## src/rtl/module_sum_entry_if.sv

```systemverilog
// Keypad/display bundle for module_sum_entry.
// Handshakes carried here:
//   key side    : key_valid_in is a one-cycle pulse; the key is consumed only if
//                 key_ready_out is high in that same cycle, otherwise it is lost
//                 (the keypad never holds or retries a key).
//   display side: result_valid_out is a one-cycle pulse qualifying result_out; it is
//                 only issued while disp_busy_in is low, and disp_busy_in then rises
//                 and falls while the display consumes the value.
interface module_sum_entry_if #(
   parameter int RESULT_WIDTH = 14
);
   logic                    key_valid_in;
   logic [3:0]              key_code_in;
   logic                    disp_busy_in;
   logic [RESULT_WIDTH-1:0] result_out;
   logic                    result_valid_out;
   logic                    key_ready_out;
   logic [2:0]              state_out;

   // Keypad + display side
   modport master (
      output key_valid_in, key_code_in, disp_busy_in,
      input  result_out, result_valid_out, key_ready_out, state_out
   );

   // Entry/adder side
   modport slave (
      input  key_valid_in, key_code_in, disp_busy_in,
      output result_out, result_valid_out, key_ready_out, state_out
   );
endinterface

```

## src/rtl/module_sum_entry.sv

```systemverilog
// Two-operand decimal keypad entry and adder feeding the seven-segment display
// controller. Operands are built digit by digit, added, and the sum is handed to
// the display with a valid pulse followed by a busy rise/fall handshake.
// Optional feature macro: SUM_OPERAND_ECHO_EN -- echoes each operand to the display
// while it is being typed (deferred through a single pending slot while busy).
module module_sum_entry #(
   parameter int DIGITS_PER_OPERAND = 3,
   parameter int RESULT_WIDTH       = 14,
   parameter int BUSY_TIMEOUT       = 2048
) (
   input logic               clk,
   input logic               rst,
   module_sum_entry_if.slave bus
);

   localparam logic [2:0] S_A       = 3'd0;
   localparam logic [2:0] S_B       = 3'd1;
   localparam logic [2:0] S_SUM     = 3'd2;
   localparam logic [2:0] S_SEND    = 3'd3;
   localparam logic [2:0] S_WAIT_HI = 3'd4;
   localparam logic [2:0] S_WAIT_LO = 3'd5;
   localparam logic [2:0] S_DONE    = 3'd6;

   localparam logic [3:0] KEY_ENTER = 4'hA;
   localparam logic [3:0] KEY_CLEAR = 4'hC;

   localparam int CNT_W = $clog2(DIGITS_PER_OPERAND + 1);
   localparam int TO_W  = $clog2(BUSY_TIMEOUT + 1);

   logic [2:0]              state_q, state_d;
   logic [RESULT_WIDTH-1:0] op_a_q, op_a_d;
   logic [RESULT_WIDTH-1:0] op_b_q, op_b_d;
   logic [RESULT_WIDTH-1:0] sum_q, sum_d;
   logic [CNT_W-1:0]        digit_cnt_q, digit_cnt_d;
   logic [TO_W-1:0]         to_cnt_q, to_cnt_d;
   logic [RESULT_WIDTH-1:0] result_q, result_d;
   logic                    result_valid_q, result_valid_d;

   logic                    key_ready;
   logic                    key_take;
   logic                    is_digit;
   logic                    digit_room;
   logic                    timeout_hit;
   logic [RESULT_WIDTH-1:0] digit_ext;
   logic [RESULT_WIDTH-1:0] cur_op;
   logic [RESULT_WIDTH-1:0] acc_op;

`ifdef SUM_OPERAND_ECHO_EN
   logic                    echo_pend_q, echo_pend_d;
   logic [RESULT_WIDTH-1:0] echo_val_q, echo_val_d;
   logic                    echo_req;
`endif

   // Key decode, operand accumulation and the entry/handshake state machine
   always_comb begin
      state_d        = state_q;
      op_a_d         = op_a_q;
      op_b_d         = op_b_q;
      sum_d          = sum_q;
      digit_cnt_d    = digit_cnt_q;
      to_cnt_d       = to_cnt_q;
      result_d       = result_q;
      result_valid_d = 1'b0;

      key_ready   = (state_q == S_A) || (state_q == S_B) || (state_q == S_DONE);
      key_take    = bus.key_valid_in && key_ready;
      is_digit    = (bus.key_code_in <= 4'd9);
      digit_room  = (digit_cnt_q < CNT_W'(DIGITS_PER_OPERAND));
      timeout_hit = (to_cnt_q == TO_W'(BUSY_TIMEOUT - 1));
      digit_ext   = RESULT_WIDTH'(bus.key_code_in);
      cur_op      = (state_q == S_B) ? op_b_q : op_a_q;
      // op*10 + digit without a multiplier
      acc_op      = (cur_op << 3) + (cur_op << 1) + digit_ext;

      case (state_q)
         S_A, S_B: begin
            if (key_take) begin
               if (is_digit) begin
                  if (digit_room) begin
                     if (state_q == S_A) op_a_d = acc_op;
                     else                op_b_d = acc_op;
                     digit_cnt_d = digit_cnt_q + CNT_W'(1);
                  end
               end else if (bus.key_code_in == KEY_ENTER) begin
                  if (state_q == S_A) begin
                     state_d     = S_B;
                     digit_cnt_d = '0;
                  end else begin
                     state_d = S_SUM;
                  end
               end else if (bus.key_code_in == KEY_CLEAR) begin
                  op_a_d      = '0;
                  op_b_d      = '0;
                  digit_cnt_d = '0;
                  state_d     = S_A;
               end
            end
         end
         S_SUM: begin
            sum_d   = op_a_q + op_b_q;
            state_d = S_SEND;
         end
         S_SEND: begin
            // never start a transfer on top of a busy display
            if (!bus.disp_busy_in) begin
               result_d       = sum_q;
               result_valid_d = 1'b1;
               to_cnt_d       = '0;
               state_d        = S_WAIT_HI;
            end
         end
         S_WAIT_HI: begin
            if (bus.disp_busy_in) begin
               to_cnt_d = '0;
               state_d  = S_WAIT_LO;
            end else if (timeout_hit) begin
               state_d = S_DONE;
            end else begin
               to_cnt_d = to_cnt_q + TO_W'(1);
            end
         end
         S_WAIT_LO: begin
            if (!bus.disp_busy_in || timeout_hit) begin
               state_d = S_DONE;
            end else begin
               to_cnt_d = to_cnt_q + TO_W'(1);
            end
         end
         S_DONE: begin
            if (key_take) begin
               if (is_digit) begin
                  // first digit of a fresh calculation
                  op_a_d      = digit_ext;
                  op_b_d      = '0;
                  digit_cnt_d = CNT_W'(1);
                  state_d     = S_A;
               end else if (bus.key_code_in == KEY_CLEAR) begin
                  op_a_d      = '0;
                  op_b_d      = '0;
                  digit_cnt_d = '0;
                  state_d     = S_A;
               end
            end
         end
         default: state_d = S_A;
      endcase

`ifdef SUM_OPERAND_ECHO_EN
      // An echo is due on every accepted digit and on every entry into S_B; only
      // the newest operand value is kept while the display is busy.
      echo_req = key_take && (
                    (((state_q == S_A) || (state_q == S_B)) && is_digit && digit_room) ||
                    ((state_q == S_A) && (bus.key_code_in == KEY_ENTER)) ||
                    ((state_q == S_DONE) && is_digit));
      echo_pend_d = echo_pend_q;
      echo_val_d  = echo_val_q;
      if (echo_req) begin
         echo_pend_d = 1'b1;
         echo_val_d  = (state_d == S_B) ? op_b_d : op_a_d;
      end
      if (state_q == S_SEND) begin
         // the sum supersedes any operand still waiting to be shown
         echo_pend_d = 1'b0;
      end else if (echo_pend_d && !bus.disp_busy_in) begin
         result_d       = echo_val_d;
         result_valid_d = 1'b1;
         echo_pend_d    = 1'b0;
      end
`endif
   end

   // State and datapath registers
   always_ff @(posedge clk) begin
      if (rst) begin
         state_q        <= S_A;
         op_a_q         <= '0;
         op_b_q         <= '0;
         sum_q          <= '0;
         digit_cnt_q    <= '0;
         to_cnt_q       <= '0;
         result_q       <= '0;
         result_valid_q <= 1'b0;
      end else begin
         state_q        <= state_d;
         op_a_q         <= op_a_d;
         op_b_q         <= op_b_d;
         sum_q          <= sum_d;
         digit_cnt_q    <= digit_cnt_d;
         to_cnt_q       <= to_cnt_d;
         result_q       <= result_d;
         result_valid_q <= result_valid_d;
      end
   end

`ifdef SUM_OPERAND_ECHO_EN
   // Pending operand echo
   always_ff @(posedge clk) begin
      if (rst) begin
         echo_pend_q <= 1'b0;
         echo_val_q  <= '0;
      end else begin
         echo_pend_q <= echo_pend_d;
         echo_val_q  <= echo_val_d;
      end
   end
`endif

   assign bus.result_out       = result_q;
   assign bus.result_valid_out = result_valid_q;
   assign bus.key_ready_out    = key_ready;
   assign bus.state_out        = state_q;

endmodule

```

## src/flat_wrapper.sv

```systemverilog
// flat-port wrapper written by rule: the top's interface ports become plain ports
module module_sum_entry_flat 
#(
   parameter int DIGITS_PER_OPERAND = 3,
   parameter int RESULT_WIDTH       = 14,
   parameter int BUSY_TIMEOUT       = 2048
)
  (clk, rst, bus_key_valid_in, bus_key_code_in, bus_disp_busy_in, bus_result_out, bus_result_valid_out, bus_key_ready_out, bus_state_out);
  module_sum_entry_if #(.RESULT_WIDTH(RESULT_WIDTH)) bus_i ();
  input logic clk;
  input logic rst;
  input wire logic [$bits(bus_i.key_valid_in)-1:0] bus_key_valid_in;
  input wire logic [$bits(bus_i.key_code_in)-1:0] bus_key_code_in;
  input wire logic [$bits(bus_i.disp_busy_in)-1:0] bus_disp_busy_in;
  output wire logic [$bits(bus_i.result_out)-1:0] bus_result_out;
  output wire logic [$bits(bus_i.result_valid_out)-1:0] bus_result_valid_out;
  output wire logic [$bits(bus_i.key_ready_out)-1:0] bus_key_ready_out;
  output wire logic [$bits(bus_i.state_out)-1:0] bus_state_out;
  assign bus_i.key_valid_in = bus_key_valid_in;
  assign bus_i.key_code_in = bus_key_code_in;
  assign bus_i.disp_busy_in = bus_disp_busy_in;
  assign bus_result_out = bus_i.result_out;
  assign bus_result_valid_out = bus_i.result_valid_out;
  assign bus_key_ready_out = bus_i.key_ready_out;
  assign bus_state_out = bus_i.state_out;
  module_sum_entry #(.DIGITS_PER_OPERAND(DIGITS_PER_OPERAND), .RESULT_WIDTH(RESULT_WIDTH), .BUSY_TIMEOUT(BUSY_TIMEOUT)) u_core (.clk(clk), .rst(rst), .bus(bus_i));
endmodule
```

## config.mk

```make
export PLATFORM = sky130hd
export DESIGN_NAME = module_sum_entry_flat
export DESIGN_NICKNAME = d
export VERILOG_FILES = /design/src/rtl/module_sum_entry_if.sv /design/src/rtl/module_sum_entry.sv /design/src/flat_wrapper.sv
export SDC_FILE = /design/constraint.sdc
export NUM_CORES = 1
export LEC_CHECK = 0
export ABC_CLOCK_PERIOD_IN_PS = 5000
export BUFFER_PORTS_ARGS = -buffer_cell sky130_fd_sc_hd__buf_2
export CORE_ASPECT_RATIO = 0.75
export CORE_MARGIN = 5
export CORE_UTILIZATION = 39
export DETAILED_ROUTE_END_ITERATION = 10
export HOLD_SLACK_MARGIN = 0.06
export PLACE_DENSITY = 0.59
export SYNTH_ARGS = -nofsm -noshare
export SYNTH_HDL_FRONTEND = slang
export SYNTH_SLANG_ARGS = --single-unit
```

## constraint.sdc

```tcl
create_clock -name clk -period 5 [get_ports clk]
set_input_delay 0.75 -clock clk [delete_from_list [all_inputs] [get_ports clk]]
set_output_delay 0.75 -clock clk [all_outputs]
set_load 0.05 [all_outputs]
```

==> results.md, run 1 <==
* Vias post-DR at 3999
* FF+latch count, synth at 74
* CTS Buf Count at 9
* Cell area power density at 289 nW/um^2
* Final hold violations at 0
* Number of global-route vias before repair at 3889
* Distinct cells, synth at 67
* Starting DRC count in detailed routing at 206
* Synth top area share at 0.323
* Power share of the clock group at 0.503
* Maximum clock rate at 264 MHz
* CTS tree: done
* Post-CTS Setup Bufs at 0
* Mean area per synthesized cell at 8.24 sq um
* Area of the core at 11600 sq um
* Share of layout cells above drive strength 1 at 0.123
* Crit path max fanout at 19
* Die Y at 104 um
* Nets@finish at 618
* WL per Instance at 14.4 um
* Core Util, Final at 0.446
* Worst clock skew at 0.00816 ns
* Synth Cell Area at 4590 sq um
* Setup TNS at 0 ns
* Initial core utilization at 0.397
* Number of diodes at 0
* Tmin final at 3.79 ns
* Internal Pwr Total at 0.00115 W
* CTS Hold Bufs at 0
* Initial antenna violation count at 0
* Hold Crit Class: reg -> reg
* Io pins at 27
* Via density at 5.42
* Worst path required time at 5.22 ns
* CP arrival at 4.01 ns
* Flop pwr share at 0.404
* Largest net degree at the start of global routing at 44
* Area grow syn2layout at 12.5%
* Mapped Nets at 604
* First-pass GRT wire length at 18.7 mm
* Worst vdd ir at 0.147 mV
* Clock Pin Slew Worst Setup and Hold Paths at 0.06 ns
* Clock H-tree levels at 3
* Worst Setup End Kind: register
* Biggest area consumer among synthesized cells: dfxtp_1
* Detailed-route DRC error count at 0
* Max_slew headroom at 0.468
* Most common flop cell mapped by yosys: dfxtp_1
* Final Max Tran Viols at 0
* Combinational power share at 0.092
* Root buffer cell: clkbuf_16
* Final Cycle Share at 0.759
* Core Rows at 34
* Cells after Synth at 557
* First-pass DRT Iterations at 4
* Nature of the critical path startpoint: register
* Routed Wire Length at 10.7 mm
* Synth warnings at 0
* Total grt overflow at 0
* Reg area at 1480 sq um
* Remaining antenna violation count at 0
* Commonest cells in the netlist: 74 x dfxtp_1, 70 x nand2_1, 52 x a21oi_1
* Critical path class: reg -> reg
* Power Total at 0.00149 W
* Sw Pwr at 0.000343 W
* Final worst slack at 1.21 ns
* CTS Buffer Depth at 2
* Post_cts resized at 0
* Register area share after synthesis at 0.323
* Worst skew pair latency at 0.34 ns
* Status: complete, no violations
* Final GP Congestion at 0.877
* Fillers at 1169
* Pre-CTS WS at 1.17 ns
* Worst Tran Pin Value at 0.798 ns
* Footprint of the multi-input gates at 2910 sq um
* RSZ-0062 raised after global routing: no
* EDFF count, synth at 0
* Die width at 135 um
* Post-synth ARST share at 0
* Port Buffers at 26
* LEAKAGE at 2.05 nW
* Gr usage total at 0.159
* Reg2Reg Setup Slack at 1.21 ns
* HPWL Detailed at 7.95 mm
* Dominant cells by area after synthesis: dfxtp_1 32%, ha_1 10%, nand2_1 5.7%
* Max cap viols at 0
* Final setup fails at 0
* Switching Fraction at 0.230
* Clk sinks at 74
* Top-count cell post-synth: dfxtp_1
* Total die area at 14100 sq um
[critical path, cell delays in order (launching register included)]
cell      delay [ns]
dfxtp_1         0.48
nor3b_2         0.25
buf_4           0.25
mux2_2          0.38
ha_1            0.27
inv_1           0.06
xnor2_1         0.26
inv_1           0.08
ha_1            0.32
a211oi_1        0.25
o21ai_0         0.24
o31ai_1         0.34
o21ai_0         0.17
xnor2_1         0.22
o21ai_0         0.11
[cells by family (layout without fill, tap and decap cells)]
| logic type | Yosys count | in the layout | share of synthesized area |
|---|---|---|---|
| adders and majority gates | 39 | 39 | 0.110 |
| buffers and inverters | 42 | 61 | 0.0431 |
| xor gates and xnor gates | 26 | 26 | 0.0496 |
| AOI/OAI and AO/OA | 165 | 165 | 0.229 |
| muxes | 14 | 14 | 0.0333 |
| and+or+nand+nor | 197 | 197 | 0.213 |
| DFF | 74 | 74 | 0.323 |
[state kept, by name (all words and copies together), names as in the netlist]
name                         flops
u_core.bus.result_out           14
u_core.op_a_q                   14
u_core.op_b_q                   14
u_core.sum_q                    14
u_core.to_cnt_q                 12
u_core.bus.state_out             3
u_core.digit_cnt_q               2
u_core.bus.result_valid_out      1
[metrics by stage]
stage          instance area, sq um  instances  hold slack [ns]
2_1_floorplan                  4590        557            0.427
3_3_place_gp                   4810        722            0.442
3_5_place_dp                   4810        722            0.446
4_1_cts                        5160        738            0.453
5_1_grt                        5160        738            0.477
6_report                       5160        738            0.450
[final cells by class]
class	count	area share
Tap cell	162	0.0392
Timing Repair Buffer	30	0.0310
Clock inverter	6	0.0220
Sequential cell	74	0.287
Multi-Input combinational cell	441	0.564
Clock buffer	10	0.0463
Inverter	15	0.0109
[power by group through the flow]
stage          clock [W]  combinational, W  sequential [W]
3_3_place_gp           0          0.000133        0.000617
3_5_place_dp           0          0.000136        0.000617
5_1_grt         0.000792          0.000154        0.000605
2_1_floorplan          0          0.000103        0.000615
6_report        0.000752          0.000138        0.000604
4_1_cts         0.000766          0.000137        0.000604
[final timing paths]
kind / startpoint / to / cells past startpoint
setup reg to reg: u_core.bus.state_out[2] / u_core.op_a_q[13] / 14
hold / removal: u_core.bus.result_out[10] / u_core.bus.result_out[10] / 2
hold reg to reg: u_core.bus.result_out[10] / u_core.bus.result_out[10] / 2
setup / recovery: u_core.bus.state_out[2] / u_core.op_a_q[13] / 14
[layout by cell type (no fill, tap or decap), types with 4 or more instances in the layout]
cell type,instances
o21a_1,4
xor2_1,7
mux2_2,10
a21oi_1,52
buf_2,26
o21ai_0,35
o211ai_1,4
nor3_1,10
or3_1,4
a22oi_1,8
nand2_1,70
o22ai_1,6
xnor2_1,19
inv_1,14
nand4_1,6
ha_1,37
nand3_1,9
buf_4,4
clkbuf_16,9
a32oi_1,7
a211oi_1,8
nor2_1,51
nor2b_1,10
a21o_1,6
nand2b_1,7
dfxtp_1,74
o21bai_1,4
mux2i_1,4
o31ai_1,4
[per-layer routing]
metal  share of wire  track usage  routed length (um)
met1            0.51        0.228                5450
met2            0.44        0.241                4690
met3           0.040       0.0382                 423
met4          0.0091       0.0353                  97
met5               0            0                   0
(Power assumes the default switching activity.)
==> inputs of run 2 (changes only) <==
--- a/config.mk
+++ b/config.mk
@@ -5,14 +5,14 @@
 export SDC_FILE = /design/constraint.sdc
 export NUM_CORES = 1
 export LEC_CHECK = 0
-export ABC_CLOCK_PERIOD_IN_PS = 5000
+export ABC_CLOCK_PERIOD_IN_PS = 3400
 export BUFFER_PORTS_ARGS = -buffer_cell sky130_fd_sc_hd__buf_2
 export CORE_ASPECT_RATIO = 0.75
 export CORE_MARGIN = 5
 export CORE_UTILIZATION = 39
 export DETAILED_ROUTE_END_ITERATION = 10
 export HOLD_SLACK_MARGIN = 0.06
-export PLACE_DENSITY = 0.59
+export PLACE_DENSITY = 0.61
 export SYNTH_ARGS = -nofsm -noshare
 export SYNTH_HDL_FRONTEND = slang
 export SYNTH_SLANG_ARGS = --single-unit
==> constraint.sdc (replaced) <==
create_clock -name clk -period 3.4 [get_ports clk]
set_input_delay 0.51 -clock clk [delete_from_list [all_inputs] [get_ports clk]]
set_output_delay 0.51 -clock clk [all_outputs]
set_load 0.05 [all_outputs]
==> run 2 against run 1 <==
Combinational power is 50% higher. Clock-buffer cell count up 2. Maximum frequency increased by 20%. Sequential share of layout area is essentially flat. Critical path type unchanged. Critical endpoint is now u_core.op_a_q[12]. Largest power group unchanged.
==> results.md, run 2 (synthesis results as in run 1) <==
* Status: complete, no violations (unchanged)
* Worst vdd ir at 0.318 mV (was 0.147 mV)
* Max cap viols at 0 (unchanged)
* Final Cycle Share at 0.933 (was 0.759)
* LEAKAGE at 2.07 nW (was 2.05 nW)
* CTS tree: done (unchanged)
* Final Cell Area at 5200 sq um (was 5160 sq um)
* Worst Setup End Kind: register (unchanged)
* Port Buffers at 26 (unchanged)
* Critical path origin: u_core.bus.state_out[1] (was u_core.bus.state_out[2])
* CP max-delay cell: dfxtp_4 (was dfxtp_1)
* Hold Crit Class: reg -> reg (unchanged)
* Area grow syn2layout at 13.4% (was 12.5%)
* Crit-path leading delay family: compound AO/OA/AOI/OAI gates (unchanged)
* Fillers at 1151 (was 1169)
* Clock Pin Slew Worst Setup and Hold Paths at 0.06 ns (about the same)
* Maximum clock rate at 315 MHz (was 264 MHz)
* Number of global-route vias before repair at 3917 (was 3889)
* Final hold violations at 0 (unchanged)
* Final Max Tran Viols at 0 (unchanged)
* Worst clock skew at 0.00857 ns (was 0.00816 ns)
* WL per Instance at 14.6 um (was 14.4 um)
* Final worst slack at 0.226 ns (was 1.21 ns)
* Core Util, Final at 0.450 (was 0.446)
* First-pass DRT Iterations at 4 (unchanged)
* Clk sinks at 74 (unchanged)
* Die Y at 104 um (unchanged)
* First-pass GRT wire length at 18.9 mm (was 18.7 mm)
* Area of the core at 11600 sq um (unchanged)
* DP Area at 4860 sq um (was 4810 sq um)
* HPWL Detailed at 8.03 mm (was 7.95 mm)
* Nature of the critical path startpoint: register (unchanged)
* Total grt overflow at 0 (unchanged)
* CTS Buf Count at 9 (unchanged)
* Setup TNS at 0 ns (unchanged)
* Worst Tran Pin Value at 0.719 ns (was 0.798 ns)
* R2r startpoint: u_core.bus.state_out[1] (was u_core.bus.state_out[2])
* Crit path max fanout at 14 (was 19)
* Detailed-route DRC error count at 0 (unchanged)
* Remaining antenna violation count at 0 (unchanged)
* Largest net degree at the start of global routing at 35 (was 44)
* Share of layout cells above drive strength 1 at 0.136 (was 0.123)
* CTS Buffer Depth at 2 (unchanged)
* Cell area power density at 413 nW/um^2 (was 289 nW/um^2)
* Crit-path max cell delay at 0.39 ns (was 0.48 ns)
* Most frequent cells in the layout: 71 x dfxtp_1, 70 x nand2_1, 52 x a21oi_1, 51 x nor2_1, 37 x ha_1 (was 74 x dfxtp_1, 70 x nand2_1, 52 x a21oi_1, 51 x nor2_1, 37 x ha_1)
* Critical path class: reg -> reg (unchanged)
* Core Rows at 34 (unchanged)
* Vias post-DR at 4076 (was 3999)
* Commonest non-fill, non-tap cell in the layout: dfxtp_1 (unchanged)
* Critical path cell sequence: nor3b_4 > buf_4 > mux2_2 > ha_1 > ha_1 > nor2b_1 > o31a_1 > o21ai_0 > a31oi_1 > xnor2_1 > o21ai_0 (was nor3b_2 > buf_4 > mux2_2 > ha_1 > inv_1 > xnor2_1 > inv_1 > ha_1 > a211oi_1 > o21ai_0 > o31ai_1 > o21ai_0 > xnor2_1 > o21ai_0)
* Max_slew headroom at 0.518 (was 0.468)
* Initial core utilization at 0.397 (unchanged)
* Worst skew pair latency at 0.33 ns (was 0.34 ns)
* Pre-CTS WS at 0.0892 ns (was 1.17 ns)
* Starting DRC count in detailed routing at 242 (was 206)
* Die width at 135 um (unchanged)
* CP Buf/Inv Count at 1 (was 3)
* Root buffer cell: clkbuf_16 (unchanged)
* Nets@finish at 621 (was 618)
* Min Hold Slack at 0.450 ns (about the same)
* RSZ-0062 raised after global routing: no (unchanged)
* Worst path required time at 3.60 ns (was 5.22 ns)
* Io pins at 27 (unchanged)
* Hold_sp: u_core.sum_q[8] (was u_core.bus.result_out[10])
* Final GP Congestion at 0.873 (was 0.877)
* Clock H-tree levels at 3 (unchanged)
* CP arrival at 3.38 ns (was 4.01 ns)
* Total die area at 14100 sq um (unchanged)
* Tmin final at 3.17 ns (was 3.79 ns)
* Final setup fails at 0 (unchanged)
* Gr usage total at 0.161 (was 0.159)
* Via density at 5.49 (was 5.42)
* Initial antenna violation count at 0 (unchanged)
* Routed Wire Length at 10.8 mm (was 10.7 mm)
## run 2: tightest hold or removal path, stage by stage (launching register included)
cell	delay, ns
dfxtp_1	0.30
nand2_1	0.05
a21oi_1	0.05
## run 2: where the power goes
| part | internal [W] | switching (W) | total, W |
|---|---|---|---|
| registers | 0.000877 | 0.0000103 | 0.000887 |
| clock network | 0.000701 | 0.000356 | 0.00106 |
| logic | 0.0000794 | 0.000128 | 0.000207 |
| total | 0.00166 | 0.000494 | 0.00215 |
## run 2: repair_timing
action	4_1_cts	5_1_grt
hold buffers	0	0
gates resized for setup	0	1
setup endpoints to repair	0	4
setup buffers	0	0
endpoints found under the hold margin	0	0
## run 2: per-stage QoR
stage | power [W] | std cells
floorplan | 0.00106 | 557
global placement | 0.00111 | 725
detailed placement | 0.00111 | 725
CTS | 0.00217 | 741
global route | 0.00224 | 741
finish | 0.00215 | 742
## run 2: worst paths after layout
path	to	slack [ns]	cells after the start
max reg2reg	u_core.op_a_q[12]	0.23	11
max	u_core.op_a_q[12]	0.23	11
min	u_core.bus.result_out[8]	0.45	2
min reg2reg	u_core.bus.result_out[8]	0.45	2
## run 2: cell type report
class | instances | area, sq um | share of cell area
Multi-Input combinational cell | 441 | 2930 | 0.563
Sequential cell | 74 | 1490 | 0.286
Clock buffer | 12 | 267 | 0.0512
Tap cell | 162 | 203 | 0.0390
Timing Repair Buffer | 33 | 183 | 0.0351
Clock inverter | 4 | 72.6 | 0.0139
Inverter | 15 | 56.3 | 0.0108
Antenna cell | 1 | 2.50 | 0.000481
## run 2: routing by layer
layer	vias up	track usage	share of wire
li1	2047	-	-
met1	1945	0.233	0.51
met2	71	0.244	0.44
met3	13	0.0368	0.036
met4	0	0.0367	0.010
met5	-	0	0
